`src/rtl/ifu_pkg.sv`:
```
// Shared types and default widths for the instruction fetch unit.
package ifu_pkg;

    localparam int unsigned IFU_ADDR_W  = 16;
    localparam int unsigned IFU_INSTR_W = 16;
    localparam int unsigned IFU_OPC_W   = 5;

    // Opcode field encoding of instr[4:0], as seen by the downstream decoder.
    typedef enum logic [IFU_OPC_W-1:0] {
        OP_MV   = 5'b00000,
        OP_ADD  = 5'b00001,
        OP_SUB  = 5'b00010,
        OP_CMP  = 5'b00011,
        OP_LD   = 5'b00100,
        OP_ST   = 5'b00101,
        OP_MVI  = 5'b10000,
        OP_ADDI = 5'b10001,
        OP_SUBI = 5'b10010,
        OP_CMPI = 5'b10011,
        OP_MVHI = 5'b10110,
        OP_JR   = 5'b01000,
        OP_JZR  = 5'b01001,
        OP_JNR  = 5'b01010,
        OP_J    = 5'b11000,
        OP_JZ   = 5'b11001,
        OP_JN   = 5'b11010
    } opcode_t;

    typedef enum logic [1:0] {
        IDLE,
        FETCH,
        DRAIN
    } ifu_state_t;

    // One prefetched instruction together with the address it was fetched from.
    typedef struct packed {
        logic [IFU_ADDR_W-1:0]  pc;
        logic [IFU_INSTR_W-1:0] instr;
    } fetch_entry_t;

endpackage

```
`src/rtl/ifu_fifo.sv`:
```
// Small synchronous prefetch FIFO of fetch entries with flush.
// Flush wins over push/pop; a push into a full FIFO is accepted only together with a pop.
module ifu_fifo
    import ifu_pkg::*;
#(
    parameter int unsigned DEPTH = 2,
    parameter int unsigned CNT_W = $clog2(DEPTH + 1)
) (
    input  logic             clk,
    input  logic             reset,
    input  logic             flush,
    input  logic             push,
    input  fetch_entry_t     push_data,
    input  logic             pop,
    output fetch_entry_t     head,
    output logic [CNT_W-1:0] count,
    output logic             empty
);

    localparam int unsigned PTR_W = (DEPTH > 1) ? $clog2(DEPTH) : 1;

    fetch_entry_t     mem_q [DEPTH];
    fetch_entry_t     mem_d [DEPTH];
    logic [PTR_W-1:0] rd_ptr_q, rd_ptr_d;
    logic [PTR_W-1:0] wr_ptr_q, wr_ptr_d;
    logic [CNT_W-1:0] count_q, count_d;
    logic             do_push, do_pop;

    function automatic logic [PTR_W-1:0] ptr_inc(input logic [PTR_W-1:0] p);
        return (p == PTR_W'(DEPTH - 1)) ? '0 : p + PTR_W'(1);
    endfunction

    // Next-state for storage, pointers and occupancy.
    always_comb begin
        mem_d    = mem_q;
        rd_ptr_d = rd_ptr_q;
        wr_ptr_d = wr_ptr_q;
        count_d  = count_q;
        do_pop   = pop && (count_q != '0);
        do_push  = push && ((count_q != CNT_W'(DEPTH)) || do_pop);
        if (flush) begin
            rd_ptr_d = '0;
            wr_ptr_d = '0;
            count_d  = '0;
        end else begin
            if (do_push) begin
                mem_d[wr_ptr_q] = push_data;
                wr_ptr_d        = ptr_inc(wr_ptr_q);
            end
            if (do_pop) begin
                rd_ptr_d = ptr_inc(rd_ptr_q);
            end
            count_d = count_q + CNT_W'(do_push) - CNT_W'(do_pop);
        end
    end

    // State registers; storage is cleared so the head reads zero out of reset.
    always_ff @(posedge clk or posedge reset) begin
        if (reset) begin
            for (int unsigned i = 0; i < DEPTH; i++) begin
                mem_q[i] <= '0;
            end
            rd_ptr_q <= '0;
            wr_ptr_q <= '0;
            count_q  <= '0;
        end else begin
            mem_q    <= mem_d;
            rd_ptr_q <= rd_ptr_d;
            wr_ptr_q <= wr_ptr_d;
            count_q  <= count_d;
        end
    end

    assign head  = mem_q[rd_ptr_q];
    assign count = count_q;
    assign empty = (count_q == '0);

endmodule

```
`src/rtl/instr_fetch_unit.sv`:
```
// Instruction fetch front end: owns the PC, issues in-order reads on the shared
// memory port, buffers returned words and hands them to the decoder.
// Optional IFU_BYPASS_EN: a response arriving at an empty FIFO is presented to the
// decoder in the same cycle instead of one cycle later.
module instr_fetch_unit
    import ifu_pkg::*;
#(
    parameter int unsigned       ADDR_W    = IFU_ADDR_W,
    parameter int unsigned       INSTR_W   = IFU_INSTR_W,
    parameter int unsigned       BUF_DEPTH = 2,
    parameter logic [ADDR_W-1:0] RESET_PC  = '0
) (
    input  logic               clk,
    input  logic               reset,
    output logic               imem_req,
    output logic [ADDR_W-1:0]  imem_addr,
    input  logic               imem_gnt,
    input  logic               imem_rvalid,
    input  logic [INSTR_W-1:0] imem_rdata,
    input  logic               redirect,
    input  logic [ADDR_W-1:0]  redirect_pc,
    input  logic               instr_ready,
    output logic               instr_valid,
    output logic [INSTR_W-1:0] instr,
    output logic [4:0]         opcode,
    output logic [ADDR_W-1:0]  instr_pc,
    output logic [ADDR_W-1:0]  pc_plus2
);

    localparam int unsigned CNT_W = $clog2(BUF_DEPTH + 1);

    ifu_state_t        state_q, state_d;
    logic [ADDR_W-1:0] fetch_pc_q, fetch_pc_d;
    logic [CNT_W-1:0]  outst_q, outst_d;
    logic [CNT_W-1:0]  drop_q, drop_d;
    logic [CNT_W-1:0]  fifo_count;
    logic [CNT_W:0]    credit_used;
    logic [CNT_W-1:0]  drop_on_redirect;
    logic              accept, rsp_keep, drop_dec, bypass_c;
    logic              fifo_push, fifo_pop, fifo_empty;
    logic [ADDR_W-1:0] rsp_pc;
    fetch_entry_t      push_entry, fifo_head, head_entry;

    // Response bookkeeping: the oldest outstanding read is 2*outstanding behind fetch_pc.
    always_comb begin
        accept      = imem_req && imem_gnt;
        rsp_keep    = imem_rvalid && (drop_q == '0) && (outst_q != '0);
        drop_dec    = imem_rvalid && (drop_q != '0);
        rsp_pc      = fetch_pc_q - (ADDR_W'(outst_q) << 1);
        credit_used = (CNT_W + 1)'(fifo_count) + (CNT_W + 1)'(outst_q);
        push_entry  = '{pc: rsp_pc, instr: imem_rdata};
        drop_on_redirect = outst_q - CNT_W'(rsp_keep);
    end

`ifdef IFU_BYPASS_EN
    assign bypass_c = rsp_keep && fifo_empty;
`else
    assign bypass_c = 1'b0;
`endif

    // Decoder-facing head selection and FIFO control.
    always_comb begin
        head_entry  = bypass_c ? push_entry : fifo_head;
        instr_valid = !fifo_empty || bypass_c;
        fifo_pop    = !fifo_empty && instr_ready;
        fifo_push   = rsp_keep && !(bypass_c && instr_ready);
    end

    // Fetch FSM next-state, request generation and counters; redirect has top priority.
    always_comb begin
        state_d    = state_q;
        fetch_pc_d = fetch_pc_q;
        outst_d    = outst_q + CNT_W'(accept) - CNT_W'(rsp_keep);
        drop_d     = drop_q - CNT_W'(drop_dec);
        imem_req   = 1'b0;
        case (state_q)
            IDLE:    state_d = FETCH;
            FETCH:   imem_req = !redirect && (credit_used < (CNT_W + 1)'(BUF_DEPTH));
            DRAIN:   if (drop_q == '0) state_d = FETCH;
            default: state_d = IDLE;
        endcase
        if (accept) begin
            fetch_pc_d = fetch_pc_q + ADDR_W'(2);
        end
        if (redirect) begin
            fetch_pc_d = redirect_pc;
            if (state_q != DRAIN) begin
                drop_d  = drop_on_redirect;
                outst_d = '0;
                state_d = (drop_on_redirect != '0) ? DRAIN : FETCH;
            end
        end
    end

    // State registers.
    always_ff @(posedge clk or posedge reset) begin
        if (reset) begin
            state_q    <= IDLE;
            fetch_pc_q <= RESET_PC;
            outst_q    <= '0;
            drop_q     <= '0;
        end else begin
            state_q    <= state_d;
            fetch_pc_q <= fetch_pc_d;
            outst_q    <= outst_d;
            drop_q     <= drop_d;
        end
    end

    ifu_fifo #(
        .DEPTH (BUF_DEPTH),
        .CNT_W (CNT_W)
    ) u_fifo (
        .clk       (clk),
        .reset     (reset),
        .flush     (redirect),
        .push      (fifo_push),
        .push_data (push_entry),
        .pop       (fifo_pop),
        .head      (fifo_head),
        .count     (fifo_count),
        .empty     (fifo_empty)
    );

    assign imem_addr = fetch_pc_q;
    assign instr     = head_entry.instr;
    assign opcode    = head_entry.instr[4:0];
    assign instr_pc  = head_entry.pc;
    assign pc_plus2  = head_entry.pc + ADDR_W'(2);

endmodule

```
`config.mk`:
```
export PLATFORM = sky130hd
export DESIGN_NAME = instr_fetch_unit
export DESIGN_NICKNAME = d
export VERILOG_FILES = /design/src/rtl/ifu_pkg.sv /design/src/rtl/ifu_fifo.sv /design/src/rtl/instr_fetch_unit.sv
export SDC_FILE = /design/constraint.sdc
export NUM_CORES = 1
export LEC_CHECK = 0
export ABC_AREA = 1
export CORE_ASPECT_RATIO = 0.75
export CORE_MARGIN = 3
export CORE_UTILIZATION = 52
export DETAILED_ROUTE_END_ITERATION = 10
export PLACE_DENSITY = 0.88
export SYNTH_ARGS = -nofsm -noshare
export SYNTH_HDL_FRONTEND = slang
export SYNTH_SLANG_ARGS = --single-unit
export TNS_END_PERCENT = 30
```
`constraint.sdc`:
```
create_clock -name clk -period 3.4 [get_ports clk]
set_input_delay 0.85 -clock clk [delete_from_list [all_inputs] [get_ports clk]]
set_output_delay 0.85 -clock clk [all_outputs]
set_load 0.1 [all_outputs]
```
# After elaboration in Yosys (flattened, before gate mapping)
# Cells that the tools add are included.
# W data, S select, Z words.
word_totals:
  output_inout_bits: 71
  reg_bits: 90
classes:
  n_addsub: 12
  bitwise_logic: 3
  magnitude_cmp: 4
  eq_ne: 4
  mux: 25
  n_reduce_logical: 23
ops:
  columns: ["op", "n"]
  rows:
  - ["$mux W32", 4]
  - ["$bwmux W64", 1]
  - ["$add A16 B2 Y16 const B", 2]
  - ["$demux W32 S1", 1]
  - ["$mux W16", 2]
  - ["$mux W2", 9]
  - ["$sub A16 B3 Y16", 1]
  - ["$reduce_bool A2 Y1", 7]
  - ["$logic_and A1 B1 Y1", 9]
  - ["$sub A2 B1 Y2", 4]
  - ["$mux W1", 7]
  - ["$logic_not A2 Y1", 3]
  - ["$pmux W2 S3", 1]
  - ["$add A2 B1 Y2", 2]
  - ["$ge A2 B2 Y1 const B", 2]
  - ["$ne A2 B2 Y1 const B", 2]
  - ["$not A1 Y2", 2]
  - ["$add A2 B2 Y3", 1]
  - ["$lt A3 B2 Y1 const B", 1]
  - ["$add A1 B1 Y1 const B", 2]
  - ["$eq A2 B1 Y1 const B", 1]
  - ["$eq A2 B2 Y1 const B", 1]
  - ["$logic_not A1 Y1", 2]
  - ["$lt A2 B1 Y1 const B", 1]
  - ["other kinds (3)", 3]

# Longest topological paths before layout
# Gate-level depths: netlist of the first run.
logic_depth:
  word_depth: 9
  mapped_depth: 11
  ltp_nobuf: 11

# By module
# Synthesis of the first run repeated with hierarchy kept, for this count alone.
hier_totals:
  hier_cells: 760
  area_unflattened_um2: 5580.4
by_module_without_submodules:
  columns: ["module", "n_inst", "area_per_inst_um2", "cells_each"]
  rows:
  - ["ifu_fifo", 1, 3368.2, 422]
  - ["instr_fetch_unit", 1, 2212.1, 338]

# Worst setup path after synthesis of the first run
# Ideal clock, no wire load.
synth_timing:
  path_type: "reg-to-output"
  from: "register u_fifo.rd_ptr_q"
  to: "output pc_plus2[0]"
  t_arrival_ns: 3.592
  path_slack_ns: -1.042
  stages_incl_launch_ff: 6
  t_required_ns: 2.550
  cell_sequence: "dfrtp_1 > buf_6 > buf_4 > clkbuf_1 > o21ai_0 > buf_4"
synth_via:
  elab_chain_len: 5
synth_rtl:
  columns: ["item", "line_no", "source"]
  rows:
  - ["start: declaration", "ifu_fifo.sv:24", "logic [PTR_W-1:0] rd_ptr_q, rd_ptr_d;"]
  - ["start signal: assignment", "ifu_fifo.sv:68", "rd_ptr_q <= rd_ptr_d;"]
  - ["$not A1 Y2 (implied by the code)", "ifu_fifo.sv:74", "assign head = mem_q[rd_ptr_q];"]
  - ["$mux W32 (implied by the code) (3 in series)", "ifu_fifo.sv:74", null]
  - ["net instr_pc[0]", "instr_fetch_unit.sv:26", "output logic [ADDR_W-1:0] instr_pc,"]
  - ["$add A16 B2 Y16", "instr_fetch_unit.sv:129", "assign pc_plus2 = head_entry.pc + ADDR_W'(2);"]
  - ["end: declaration", "instr_fetch_unit.sv:27", "output logic [ADDR_W-1:0] pc_plus2"]
# The timed path passes the listed nets, and every way through them passes these cells. The select of a mux whose other input is x is not followed.

# Worst setup path after layout of the first run
layout_timing:
  from: "register u_fifo.rd_ptr_q"
  to: "output pc_plus2[9]"
layout_via:
  elab_chain_len: 5
layout_rtl:
  columns: ["item", "line_no"]
  rows:
  - ["$not A1 Y2 (implied by the code)", "ifu_fifo.sv:74"]
  - ["$mux W32 (implied by the code) (3 in series)", "ifu_fifo.sv:74"]
  - ["$add A16 B2 Y16", "instr_fetch_unit.sv:129"]
# Every way passes these cells. The select of a mux whose other input is x is not followed.

==> results.md, run 1 <==
- Global-route wire length before repair: 23100 um
- Initial Util: 0.545
- Die Area: 11600 sq um
- Cells after Synth: 742
- Setup TNS: 0 ns
- Synth cell types: 36
- Post-synth EDFFs: 0
- Async SR Flop Fraction: 1.00
- Antenna violations before repair: 0
- Core ar.: 9850 sq um
- Seq/Total Area, Yosys: 0.419
- Die height: 94 um
- Worst path slowest cell: dfrtp_1
- Synth area leader: dfrtp_1
- Hold path endpoint: u_fifo.mem_q[31]
- Post-synthesis net count: 792
- Post-place instance area: 6500 sq um
- Fin. Hold Viols: 0
- Resize count post-CTS: 0
- Synth warn: 0
- Slew @ Worst Pin: 0.601 ns
- Fin crit share: 0.903
- Final Slew Violations: 0
- Tmin final: 3.07 ns
- Ratio of cells with drive above 1 in the final layout: 0.168
- Total global routing track utilization: 0.246
- Syn_area_per_cell: 7.24 sq um
- Clock root cell: clkbuf_16
- Num CTS Buffers: 9
- # H-tree levels: 3
- Vias/cell: 5.26
- Clk_skew: 0.00870 ns
- DR vias: 5099
- Mapped Area: 5370 sq um
- 1st-iter DRT viols: 438
- # diodes: 0
- Final setup violation count: 0
- Maximum net fanout on the critical path: 15
- Nets: 882
- Vias in the first global route: 4968
- TritonRoute pass-1 iters: 5
- Top post-synthesis cells by count: 308 x nand2_1, 90 x dfrtp_1, 72 x inv_1
- CTS Hold Bufs: 0
- Cell mode on critical path: nand2_1
- Max Clock Freq: 326 MHz
- DP HPWL: 9920 um
- Register bit total from synthesis: 90
- Final core occ: 0.688
- R2R Setup Slk: 0.93 ns
- Setup Buffers After CTS: 0
- Status: completed
- Final ANT Viol Nets: 0
- Drt drc: 0
- Rel. slew slack: 0.599
- Critical path class: reg -> out
- Gpl congestion: 0.898
- Hold/Removal Path Class: reg -> reg
- CP startpoint kind: flip-flop
- I/O Buffers: 108
- Design area: 6780 sq um
- Worst setup EP type: primary output
- Area delta synth->final: 26.3%
- FP Rows: 31
- Top cells by area, synth: dfrtp_1 42%, nand2_1 22%, o21ai_0 5.3%, inv_1 5.0%, nand3_1 3.8%
- WHS Path Cells: 2
- Critical Path AT: 2.22 ns
- Reg2reg path depth: 8
- Die Span X: 123 um
- Worst hold path startpoint: u_fifo.mem_q[31]
- Crit-path cells: inv_4, nand2_1, nand2_2, ha_1, inv_1, nor2_4, nand2_1, xnor2_4, buf_12
- RR Endpoint: outst_q[1]
- Max Cap Viol: 0
- GRT overflow: 0
- TritonCTS clock tree: done
- CTS clk-pin slew, worst paths: 0.07 ns
- RSZ-0062 raised after global routing: no
- Required @ worst endpoint: 2.55 ns
- Most used flip-flop cell after synthesis: dfrtp_1
- Most common cell in the netlist: nand2_1
- IO Count: 109
- Clock sinks: 90
- Post-Route WL: 13800 um
- Clock Tree Buf Depth: 2
- Share of the synthesized area in the top cell type: 0.419
- Skew-Pair Late Insertion Delay: 0.33 ns
- DR WL/cell: 14.2 um
- Worst flop-to-flop path startpoint: outst_q[1]
- Largest net degree at the start of global routing: 63
- Crit-path max cell delay: 0.44 ns
==> critical path, delay by kind of cell, from the launching register on <==
| family | cells | cell delay, ns |
|---|---|---|
| xor gates and xnor gates | 1 | 0.18 |
| adders and majority gates | 1 | 0.28 |
| buffers and inverters | 3 | 0.46 |
| DFF | 1 | 0.44 |
| and+or+nand+nor | 4 | 0.53 |
==> stage by stage <==
step | setup WS, ns | hold slack [ns] | std cells
floorplan | -0.843 | 0.441 | 742
global placement | 0.572 | 0.453 | 953
detailed placement | 0.576 | 0.459 | 953
CTS | 0.301 | 0.475 | 969
global route | 0.108 | 0.493 | 969
finish | 0.331 | 0.477 | 969
==> per-layer routing <==
layer | wire length (um) | up-vias | GRT usage
met5 | 0 | - | 0
met3 | 1020 | 16 | 0.0512
met1 | 5890 | 2414 | 0.330
met2 | 6690 | 198 | 0.414
li1 | - | 2471 | -
met4 | 160 | 0 | 0.0516
==> final cells by class <==
cell class | instances | area, sq um
clock buffer | 9 | 225
fill | 758 | 3070
clock inverter | 7 | 52.6
timing repair buffer | 114 | 1150
multi-input combinational | 539 | 2640
inverter | 78 | 297
tap | 132 | 165
sequential | 90 | 2250
==> registers in the layout, indices dropped and copies added (netlist names) <==
name,count
u_fifo.wr_ptr_q,1
u_fifo.mem_q,64
state_q,2
outst_q,2
u_fifo.count,2
drop_q,2
imem_addr,16
u_fifo.rd_ptr_q,1
==> worst max-delay path by stage <==
stage                    startpoint          end  slack (ns)
finish              u_fifo.rd_ptr_q  pc_plus2[9]        0.33
global route        u_fifo.rd_ptr_q  pc_plus2[9]        0.11
CTS                 u_fifo.rd_ptr_q  pc_plus2[9]        0.30
detailed placement         redirect     imem_req        0.58
global placement           redirect     imem_req        0.57
floorplan           u_fifo.rd_ptr_q    opcode[0]       -0.84
==> kinds of logic after synthesis <==
kind of cell               count (synthesis)  share of synthesized area
and+or+nand+nor                          436                      0.346
buffers and inverters                    113                     0.0988
DFF                                       90                      0.419
AOI/OAI and AO/OA                         75                     0.0785
xor gates and xnor gates                  16                     0.0261
adders and majority gates                 12                     0.0308
==> cells in the final DEF, fill, tap and decap left out, types with 2 or more instances in the layout <==
cell type / synthesis / routed
or2_2: 3 / 3
dfrtp_1: 90 / 90
nand2_1: 308 / 308
clkinv_2: 0 / 3
nand2_2: 14 / 14
inv_2: 5 / 5
o211ai_1: 6 / 6
fa_1: 2 / 2
nor2_4: 3 / 3
xnor2_4: 0 / 2
nand3_1: 41 / 41
clkdlybuf4s50_1: 0 / 37
xnor2_1: 5 / 3
ha_1: 10 / 10
o21bai_1: 2 / 2
inv_6: 0 / 2
xor2_2: 0 / 2
nand4_1: 11 / 11
a21oi_1: 4 / 4
buf_4: 11 / 61
clkinv_4: 0 / 2
o21ai_1: 1 / 2
buf_12: 0 / 16
nor2_2: 8 / 8
o21ai_0: 57 / 55
o21ai_2: 2 / 3
nand2_4: 2 / 2
xor2_1: 11 / 9
nor2_1: 42 / 42
clkbuf_16: 0 / 9
inv_1: 72 / 71
Power of run 1 is left out: the tool's default activity adds up to more than one toggle a clock period on the data nets, which glitch-free logic cannot reach.
==> inputs of run 2 (changes only) <==
- GPL_ROUTABILITY_DRIVEN: not set -> 0
==> results of run 2 <==
No change in the layout: final DEF, timing and power equal those of run 1.
Power of run 2 is left out for the same reason.
